### config.mk
export PLATFORM = sky130hd
export DESIGN_NAME = dbus_ctrl
export DESIGN_NICKNAME = d
export VERILOG_FILES = /design/src/rtl/dbus_ctrl.sv
export SDC_FILE = /design/constraint.sdc
export NUM_CORES = 1
export LEC_CHECK = 0
export CAP_MARGIN = 25
export CORE_ASPECT_RATIO = 0.75
export CORE_MARGIN = 2
export CORE_UTILIZATION = 43
export CTS_BUF_LIST = sky130_fd_sc_hd__clkbuf_4 sky130_fd_sc_hd__clkbuf_8
export DETAILED_ROUTE_END_ITERATION = 8
export GPL_TIMING_DRIVEN = 0
export PLACE_DENSITY_LB_ADDON = 0.2
export REMOVE_ABC_BUFFERS = 1
export SYNTH_ARGS = -nofsm -noshare
export SYNTH_HDL_FRONTEND = slang
export SYNTH_SLANG_ARGS = --single-unit
### constraint.sdc
create_clock -name clk -period 4.4 [get_ports clk]
set_input_delay 0.88 -clock clk [delete_from_list [all_inputs] [get_ports clk]]
set_output_delay 0.88 -clock clk [all_outputs]
set_load 0.02 [all_outputs]
### src/rtl/dbus_ctrl.sv
// dbus_ctrl: single-outstanding load/store bus master that stalls the pipeline
// until the bus answers or the response timeout expires.
module dbus_ctrl #(
  parameter int DATA_WIDTH = 32,
  parameter int TIMEOUT    = 64
) (
  input  logic                    clk,
  input  logic                    rst,
  input  logic                    req_valid,
  input  logic                    req_we,
  input  logic [DATA_WIDTH-1:0]   req_addr,
  input  logic [DATA_WIDTH-1:0]   req_wdata,
  input  logic [DATA_WIDTH/8-1:0] req_mask,
  output logic                    stall_req,
  output logic                    resp_valid,
  output logic [DATA_WIDTH-1:0]   resp_rdata,
  output logic                    resp_err,
  output logic                    bus_req_valid,
  input  logic                    bus_req_ready,
  output logic                    bus_we,
  output logic [DATA_WIDTH-1:0]   bus_addr,
  output logic [DATA_WIDTH-1:0]   bus_wdata,
  output logic [DATA_WIDTH/8-1:0] bus_mask,
  input  logic                    bus_rsp_valid,
  input  logic [DATA_WIDTH-1:0]   bus_rsp_data,
  input  logic                    bus_rsp_err
);
  localparam int CW = $clog2(TIMEOUT + 1);
  typedef enum logic [1:0] {IDLE, REQ, RESP, DONE} state_t;
  state_t                  state_q, state_d;
  logic [CW-1:0]           cnt_q, cnt_d;
  logic                    we_q, we_d;
  logic [DATA_WIDTH-1:0]   addr_q, addr_d, wdata_q, wdata_d, rdata_q, rdata_d;
  logic [DATA_WIDTH/8-1:0] mask_q, mask_d;
  logic                    err_q, err_d;
  always_comb begin
    state_d = state_q;
    cnt_d   = '0;
    we_d    = we_q;
    addr_d  = addr_q;
    wdata_d = wdata_q;
    mask_d  = mask_q;
    rdata_d = rdata_q;
    err_d   = err_q;
    case (state_q)
      IDLE: if (req_valid) begin
        state_d = REQ;
        we_d    = req_we;
        addr_d  = req_addr & ~DATA_WIDTH'(3);
        wdata_d = req_wdata;
        mask_d  = req_mask;
      end
      REQ: state_d = bus_req_ready ? RESP : REQ;
      RESP: begin
        cnt_d = cnt_q + CW'(1);
        // a response in the timeout cycle still wins
        if (bus_rsp_valid) begin
          state_d = DONE;
          rdata_d = we_q ? '0 : bus_rsp_data;
          err_d   = bus_rsp_err;
        end else if (cnt_q == CW'(TIMEOUT - 1)) begin
          state_d = DONE;
          rdata_d = '0;
          err_d   = 1'b1;
        end
      end
      default: state_d = IDLE;
    endcase
  end
  always_ff @(posedge clk) begin
    if (rst) begin
      state_q <= IDLE;
      cnt_q   <= '0;
      we_q    <= 1'b0;
      addr_q  <= '0;
      wdata_q <= '0;
      mask_q  <= '0;
      rdata_q <= '0;
      err_q   <= 1'b0;
    end else begin
      state_q <= state_d;
      cnt_q   <= cnt_d;
      we_q    <= we_d;
      addr_q  <= addr_d;
      wdata_q <= wdata_d;
      mask_q  <= mask_d;
      rdata_q <= rdata_d;
      err_q   <= err_d;
    end
  end
  assign stall_req     = (state_q == IDLE && req_valid) || state_q == REQ || state_q == RESP;
  assign resp_valid    = state_q == DONE;
  assign resp_rdata    = rdata_q;
  assign resp_err      = err_q;
  assign bus_req_valid = state_q == REQ;
  assign bus_we        = we_q;
  assign bus_addr      = addr_q;
  assign bus_wdata     = wdata_q;
  assign bus_mask      = mask_q;
endmodule

==> summary.txt <==
Clocking
  • Clock Latency Late Sink: 0.37 ns
  • Clk pin slew, worst setup/hold paths: approximately 0.090 ns
  • Postcts setup bufs: 0
  • TritonCTS clock tree: yes
  • Root buf cell: clkbuf_8
  • Post_cts resized: 0
  • Count of hold-fix buffers inserted at cts: 0
  • H-tree depth: 3
  • CTS sink cnt: roughly 110
  • Inserted Clock Buffers: 9
  • CTS Buffer Depth: 2

Hold path
  • Worst min path class: flip-flop to flip-flop
  • Hold Crit Endpoint: cnt_q[0]$_SDFF_PP0_
  • Worst Hold Path Cells: 1
  • Hold_sp: cnt_q[0]$_SDFF_PP0_

Critical path
  • Crit start category: input pin
  • Worst endpoint required time: 3.52 ns
  • CP max-delay cell: clkdlybuf4s50_1
  • Crit Reg-Reg Endpoint: resp_rdata[2]$_SDFFE_PP0P_
  • Crit end category: output port
  • R2R Setup Slk: around 2.4 ns
  • Max incr delay on CP: just over 0.6 ns
  • Worst-path cell chain: clkdlybuf4s50_1, nor3_1, nor2_1, clkdlybuf4s50_1
  • Most used cell, CP: clkdlybuf4s50_1
  • RR Startpoint: state_q[0]$_SDFFE_PP0P_
  • Crit-path leading delay family: buffers and inverters
  • Buffers & Inverters on Critical Path: 2
  • Crit path max fanout: 4
  • Crit path kind: input pin to output port
  • R2R cell count: 4
  • Worst EP arrival: about 2.2 ns

Global routing
  • Met3 Use GR: 6.290%
  • First-pass GRT wire length: 17140 um
  • Largest net degree at the start of global routing: 45
  • GRT Util Overall: between 20 and 25%
  • Antenna violations before repair: 0
  • Total grt overflow: 0
  • Met1 Track Usage GR: between 20% and 30%
  • Busiest grt layer: met2
  • GR Layer Usage met2: approximately two fifths
  • Number of global-route vias before repair: 3503

STA
  • Max Slew Vio Count: 0
  • Final hold vios: 0
  • Worst slew margin: about half
  • Endpoints failing setup: 0
  • Final min period: between 3 and 4 ns
  • Max Clock Freq: roughly 330 MHz
  • RSZ-0062 raised after global routing: no
  • Clock skew: 0.009562 ns
  • Part of the cycle the worst path needs: slightly below 70%
  • Slew @ Worst Pin: between 0.7 and 0.8 ns

Synthesis
  • Synth top area cells: dfxtp_1 (57%), nand2_1 (13%), a21oi_1 (9.2%)
  • Synth top area share: a little under three fifths
  • Register area share after synthesis: between 50% and 60%
  • Synth Warn #: 0
  • Post-synth top flop: dfxtp_1
  • Synthesized flop and latch total: 109
  • EDFF count, synth: 0
  • Post-Syn Area: ~0.0038 sq mm
  • Mapped Cells: between 400 and 500
  • FFs w/ async S/R, synth: 0%
  • Area leader, netlist: dfxtp_1
  • Avg Synthesized Cell Area: about 9.0 sq um
  • Netlist cell types: 34

Route
  • DRT iter0 DRCs: 180
  • WL final: around 11000 um
  • WL/cell: between 15 and 20 um
  • # DRC: 0
  • Final ANT Viol Nets: 0
  • Post-DR vias/cell: about 4.9
  • Pre-antenna DRT Iters: 4
  • Via count: 3590

Final layout
  • Nets: slightly above 700
  • Area grow syn2layout: 62.05%
  • Post-Layout Inst Area: ~0.0062 sq mm
  • Commonest non-fill, non-tap cell in the layout: clkdlybuf4s50_1
  • Ant. Diodes: 0
  • Share of layout cells above drive strength 1: around 4.7%
  • Commonest cells after routing, fill and taps aside: clkdlybuf4s50_1 (206), nand2_1 (136), dfxtp_1 (109)
  • Final core area utilization: a little over 70%

Job
  • Max cap viols: 0

Place
  • Placed inst area: between 0.005 and 0.006 sq mm
  • GPL Wtd Cong: a little under 0.8
  • Number of buffers added on ports: 207
  • HPWL after detailed placement: around 8000 um

Die
  • I/O Pins: 212
  • Starting density of the core: between 40% and 50%
  • Chip height: 85.57 um
  • Chip Width: 112.8 um
  • Die ar.: 0.009649 sq mm
  • Cell Rows: 29
  • Core area: 0.008527 sq mm

Power
  • Total power: around 2100 uW
  • Sequential power share: between 40% and 50%
  • Power Density: between 300 and 400 mW/mm^2
  • Clock network power share: 30.9%
  • Leak: around 0.0023 uW
  • Internal Dissipation: between 1500 and 2000 uW
  • Max IR drop VDD: around 0.25 mV
  • Sw frac: 26.30%
  • NetSw: 563.2 uW
  • Combinational group share of total power: 19.4%

Outcome
  • Status: completed
synthesized netlist by cell type (3+ instances only):
master,instances
a21oi_1,70
a22o_1,31
and2_1,3
buf_2,9
buf_4,3
buf_6,7
clkbuf_1,14
dfxtp_1,109
nand2_1,136
nand2b_1,3
nor2_1,9
sequential cells by signal (all words and copies together) (netlist names):
name,flops
bus_wdata,32
resp_rdata,32
bus_addr,30
cnt_q,7
bus_mask,4
state_q,2
bus_we,1
resp_err,1
cells by family (layout without fill, tap and decap cells):
family,count (synthesis),after routing,synth area share [%]
other,1,2,0.09830
adders and majority gates,1,1,0.3279
and+or+nand+nor,164,164,17.81
xor gates and xnor gates,3,3,0.6889
buffers and inverters,37,232,5.609
DFF,109,109,57.20
AOI/OAI and AO/OA,108,108,18.27
routing by layer:
layer / up-vias / routed length (um)
met1: 1685 / 4567
li1: 1781 / -
met4: 0 / 181
met5: - / 0
met3: 14 / 677
met2: 110 / 5503
how the worst max path moves through the flow:
stage               cells after the start                          end       from  slack (ns)
floorplan                               3    bus_addr[10]$_SDFFE_PP0P_  req_valid        1.29
global placement                        3  resp_rdata[31]$_SDFFE_PP0P_        rst       -0.44
detailed placement                      4                    stall_req  req_valid        1.36
CTS                                     4                    stall_req  req_valid        1.35
global route                            4                    stall_req  req_valid        1.29
finish                                  4                    stall_req  req_valid        1.36
power groups by stage:
stage	logic (uW)	registers, uW	clock network (uW)
after global routing	443	1070	720
after CTS	417	1070	684
after floorplan	101	1150	0
after global placement	393	1080	0
final	414	1070	661
after detailed placement	415	1090	0
metrics by stage:
stage                     hold WS [ns]  cells  TNS [ns]  setup WS [ns]
after floorplan                 0.4176    389         0          1.290
after global placement          0.4283    704    -39.63        -0.4428
after detailed placement        0.4453    710         0          1.357
after CTS                       0.4601    726         0          1.347
after global routing            0.4774    727         0          1.293
final                           0.4554    727         0          1.363
area by class of cell:
cell class | instances | area (sq um)
Clock inverter | 7 | 97.59
Fill cell | 650 | 2345
Sequential cell | 109 | 2182
Tap cell | 108 | 135.1
Timing Repair Buffer | 214 | 2207
Multi-Input combinational cell | 278 | 1429
Inverter | 2 | 7.507
Clock buffer | 9 | 123.9
Power figures use the tool's default switching activity.
==> variant 1: new RTL, config.mk and constraints unchanged <==
Encoding of `state_t`: now Gray code (2 bits for 4 states).
--- a/src/rtl/dbus_ctrl.sv
+++ b/src/rtl/dbus_ctrl.sv
@@ -28,3 +28,3 @@
   localparam int CW = $clog2(TIMEOUT + 1);
-  typedef enum logic [1:0] {IDLE, REQ, RESP, DONE} state_t;
+  typedef enum logic [1:0] {IDLE = 2'b00, REQ = 2'b01, RESP = 2'b11, DONE = 2'b10} state_t;
   state_t                  state_q, state_d;
Function: no difference found for any inputs over 4 cycles, from zero or initial values and one cycle with rst high; so few cycles prove little.
==> variant 1 against the original RTL <==
- power is 6.1% lower
- setup slack better by 0.0093 ns
- wire length is 16% higher
- area after synthesis is 16% higher
- final area is 10% higher
- combinational power is 6.8% lower
- highest routed layer unchanged
- sequential cell count stayed put
==> variant 1: results <==
[outcome]
outcome = completed

[cells_and_area]
fillCellCount = 849
drive_above_1_share_pct = 8.96

[timing]
holdWs_ns = 0.457
relSlewSlack_pct = 32.6
finClkSkew_ns = 0.00620

[critical_path]
r2r_setup_slack_ns = 2.38
reg2reg_depth = 5
cp_max_fo = 3
r2r_start = state_q[1]$_SDFFE_PP0P_
worstReg2RegEnd = bus_addr[14]$_SDFFE_PP0P_

[synth]
netlist_instances = 532
synthTopCellsByArea = dfxtp_1 49%, nand2_1 12%, a21oi_1 7.9%
seq_area_frac_synth_pct = 49.1
ys_types = 30
synth_common_cells = 137 x nand2_1, 109 x dfxtp_1, 70 x a21oi_1

[pwr]
power.leakage_uw = 0.00238

[worst_hold_path]
hold_depth = 2
worstHoldEndpoint = bus_wdata[21]$_SDFFE_PP0P_

[global_route]
grtUsageTotal_pct = 22.3
grt_pass1_vias = 4109
grt_pass1_wl_mm = 20.1

[place]
detailed_place_hpwl_mm = 8.74
place.gp.congestion = 0.720

[detailed_routing]
avgRoutedWirePerCell_um = 14.9
## variant 1: kinds of logic (layout without fill, tap and decap cells)
| group | after synthesis | in the layout | share of synthesized area, % |
|---|---|---|---|
| XOR/XNOR | 3 | 3 | 0.591 |
| multiplexers | 1 | 1 | 0.225 |
| AO/OA/AOI/OAI | 139 | 139 | 18.5 |
| other | 1 | 2 | 0.0844 |
| AND/OR/NAND/NOR | 225 | 225 | 25.6 |
| adder cells (fa/ha/maj) | 1 | 1 | 0.281 |
| buffers and inverters | 53 | 234 | 5.63 |
| flip-flops | 109 | 109 | 49.1 |
## variant 1: layer usage
metal	global-route usage [%]	share of wire (%)	wire length, um	up-vias
met5	0	0	0	-
met4	8.14	2.8	353	0
met3	6.78	6.4	804	27
met2	37.9	49	6230	140
met1	26.5	42	5270	2028
li1	-	-	-	2155
## variant 1: cell type report
type | instances | area share [%]
flip-flops and latches | 109 | 32.0
clock buffers | 11 | 2.22
clock inverters | 5 | 0.513
well taps | 136 | 2.49
multi-input cells | 371 | 29.8
inverters | 2 | 0.110
repair buffers | 216 | 32.9
## variant 1: stage by stage
step / setup WS (ns) / util, %
floorplan: 1.29 / -
global placement: -2.48 / 63.4
detailed placement: 1.37 / 65.3
CTS: 1.37 / 67.1
global route: 1.31 / 67.1
finish: 1.37 / 67.1
## variant 1: power breakdown
part           switching, uW  total [uW]  internal (uW)
clock network            334         571            237
registers               24.1        1050           1030
logic                    184         386            202
total                    542        2010           1470
## variant 1: worst min-delay path, stage by stage (launching register included)
cell,delay [ns]
dfxtp_1,0.32
nand2_1,0.05
a21oi_1,0.05
==> variant 2: new RTL, same settings <==
Without the edit above. Set the parameter `DATA_WIDTH` to 24 (it was 32).
--- a/src/rtl/dbus_ctrl.sv
+++ b/src/rtl/dbus_ctrl.sv
@@ -3,3 +3,3 @@
 module dbus_ctrl #(
-  parameter int DATA_WIDTH = 32,
+  parameter int DATA_WIDTH = 24,
   parameter int TIMEOUT    = 64
Interface: changed (8 resized); port bits go from 212 to 162. The function was not compared with the original's and may differ.
==> variant 2 against the original RTL <==
- area after synthesis shrank 21%
- wire length fell by 28%
- largest cell class is now flip-flops and latches
- combinational power decreased by 25%
- final area down 22%
- via count down 23%
- setup slack worse by 0.039 ns
- power fell by 19%
- sequential cell count is 25 lower
==> variant 2: results <==
[outcome]
outcome = completed

[place]
detailed_place_hpwl_mm = 5.58
place.gp.congestion = 0.759
io_buffers = 157

[synth]
synthTopCellsByArea = dfxtp_1 56%, nand2_1 13%, a21oi_1 8.8%
ys_types = 33
seq_area_frac_synth_pct = 55.9
synth_common_cells = 102 x nand2_1, 84 x dfxtp_1, 53 x a21oi_1

[cells_and_area]
nNetsFinal = 560
n_antenna_cell = 0
drive_above_1_share_pct = 5.39

[global_route]
grt_pass1_vias = 2601
grt_pass1_wl_mm = 12.8
antenna_found_initial = 0
grtUsageTotal_pct = 20.8
grt_max_degree = 51

[critical_path]
cp_max_fo = 4
worstPathArrival_ns = 2.20

[pwr]
power.leakage_uw = 0.00180
ir_drop_v = 0.000232

[detailed_routing]
drtIter0Drc = 98
avgRoutedWirePerCell_um = 13.8
dr_total_vias = 2777

[timing]
holdWs_ns = 0.447
max_slew.worst_pin.slew_ns = 0.994
finClkSkew_ns = 0.00733

[clocking]
htree_levels = 3
clock_latency_ns = 0.34

[worst_hold_path]
hold_class = register to register
==> variant 2: through the flow <==
step                cell area (um^2)  setup slack (ns)  util [%]  std cells  power [uW]
floorplan                       2830              1.76         -        305         960
global placement                4510             0.237      66.3        546        1130
detailed placement              4570              1.33      67.2        549        1150
CTS                             4800              1.31      70.6        565        1770
global route                    4810              1.26      70.8        566        1820
finish                          4810              1.32      70.8        566        1740
==> variant 2: area by class of cell <==
| type | instances | area [um^2] |
|---|---|---|
| Sequential cell | 84 | 1680 |
| Tap cell | 84 | 105 |
| Inverter | 2 | 7.51 |
| Fill cell | 582 | 1980 |
| Clock inverter | 5 | 83.8 |
| Multi-Input combinational cell | 219 | 1150 |
| Timing Repair Buffer | 161 | 1640 |
| Clock buffer | 11 | 145 |
==> variant 2: where the power goes <==
part | leakage, uW | internal, uW | switching [uW] | total [uW]
registers | 0.000685 | 798 | 21.9 | 820
clock network | 0.000110 | 344 | 269 | 612
logic | 0.00100 | 165 | 145 | 311
==> variant 2: cells by family after synthesis <==
group	after synthesis	synth area share [%]
flops	84	55.9
buf+inv	29	6.32
fa+ha+maj	1	0.416
compound gates	83	18.0
simple gates	130	18.4
other cells	1	0.125
xor+xnor	3	0.873
==> variant 2: path summary, 6_finish.rpt <==
check,from,cells after the start,end
setup reg to reg,state_q[1]$_SDFFE_PP0P_,3,resp_rdata[5]$_SDFFE_PP0P_
hold reg to reg,cnt_q[0]$_SDFF_PP0_,1,cnt_q[0]$_SDFF_PP0_
hold / removal,cnt_q[0]$_SDFF_PP0_,1,cnt_q[0]$_SDFF_PP0_
setup / recovery,req_valid,4,stall_req
==> variant 2: metal layers <==
layer	part of all wire (%)	track usage, %	wire length, um	up-vias
li1	-	-	-	1396
met1	43	26.4	3370	1281
met5	0	0	0	-
met2	49	32.7	3800	86
met3	5.9	6.51	463	14
met4	2.4	8.49	186	0
==> variant 2: critical path, stage by stage <==
cell and delay (ns):
clkdlybuf4s50_1 0.53, nor3_1 0.06, nor2_1 0.12, clkdlybuf4s50_1 0.61
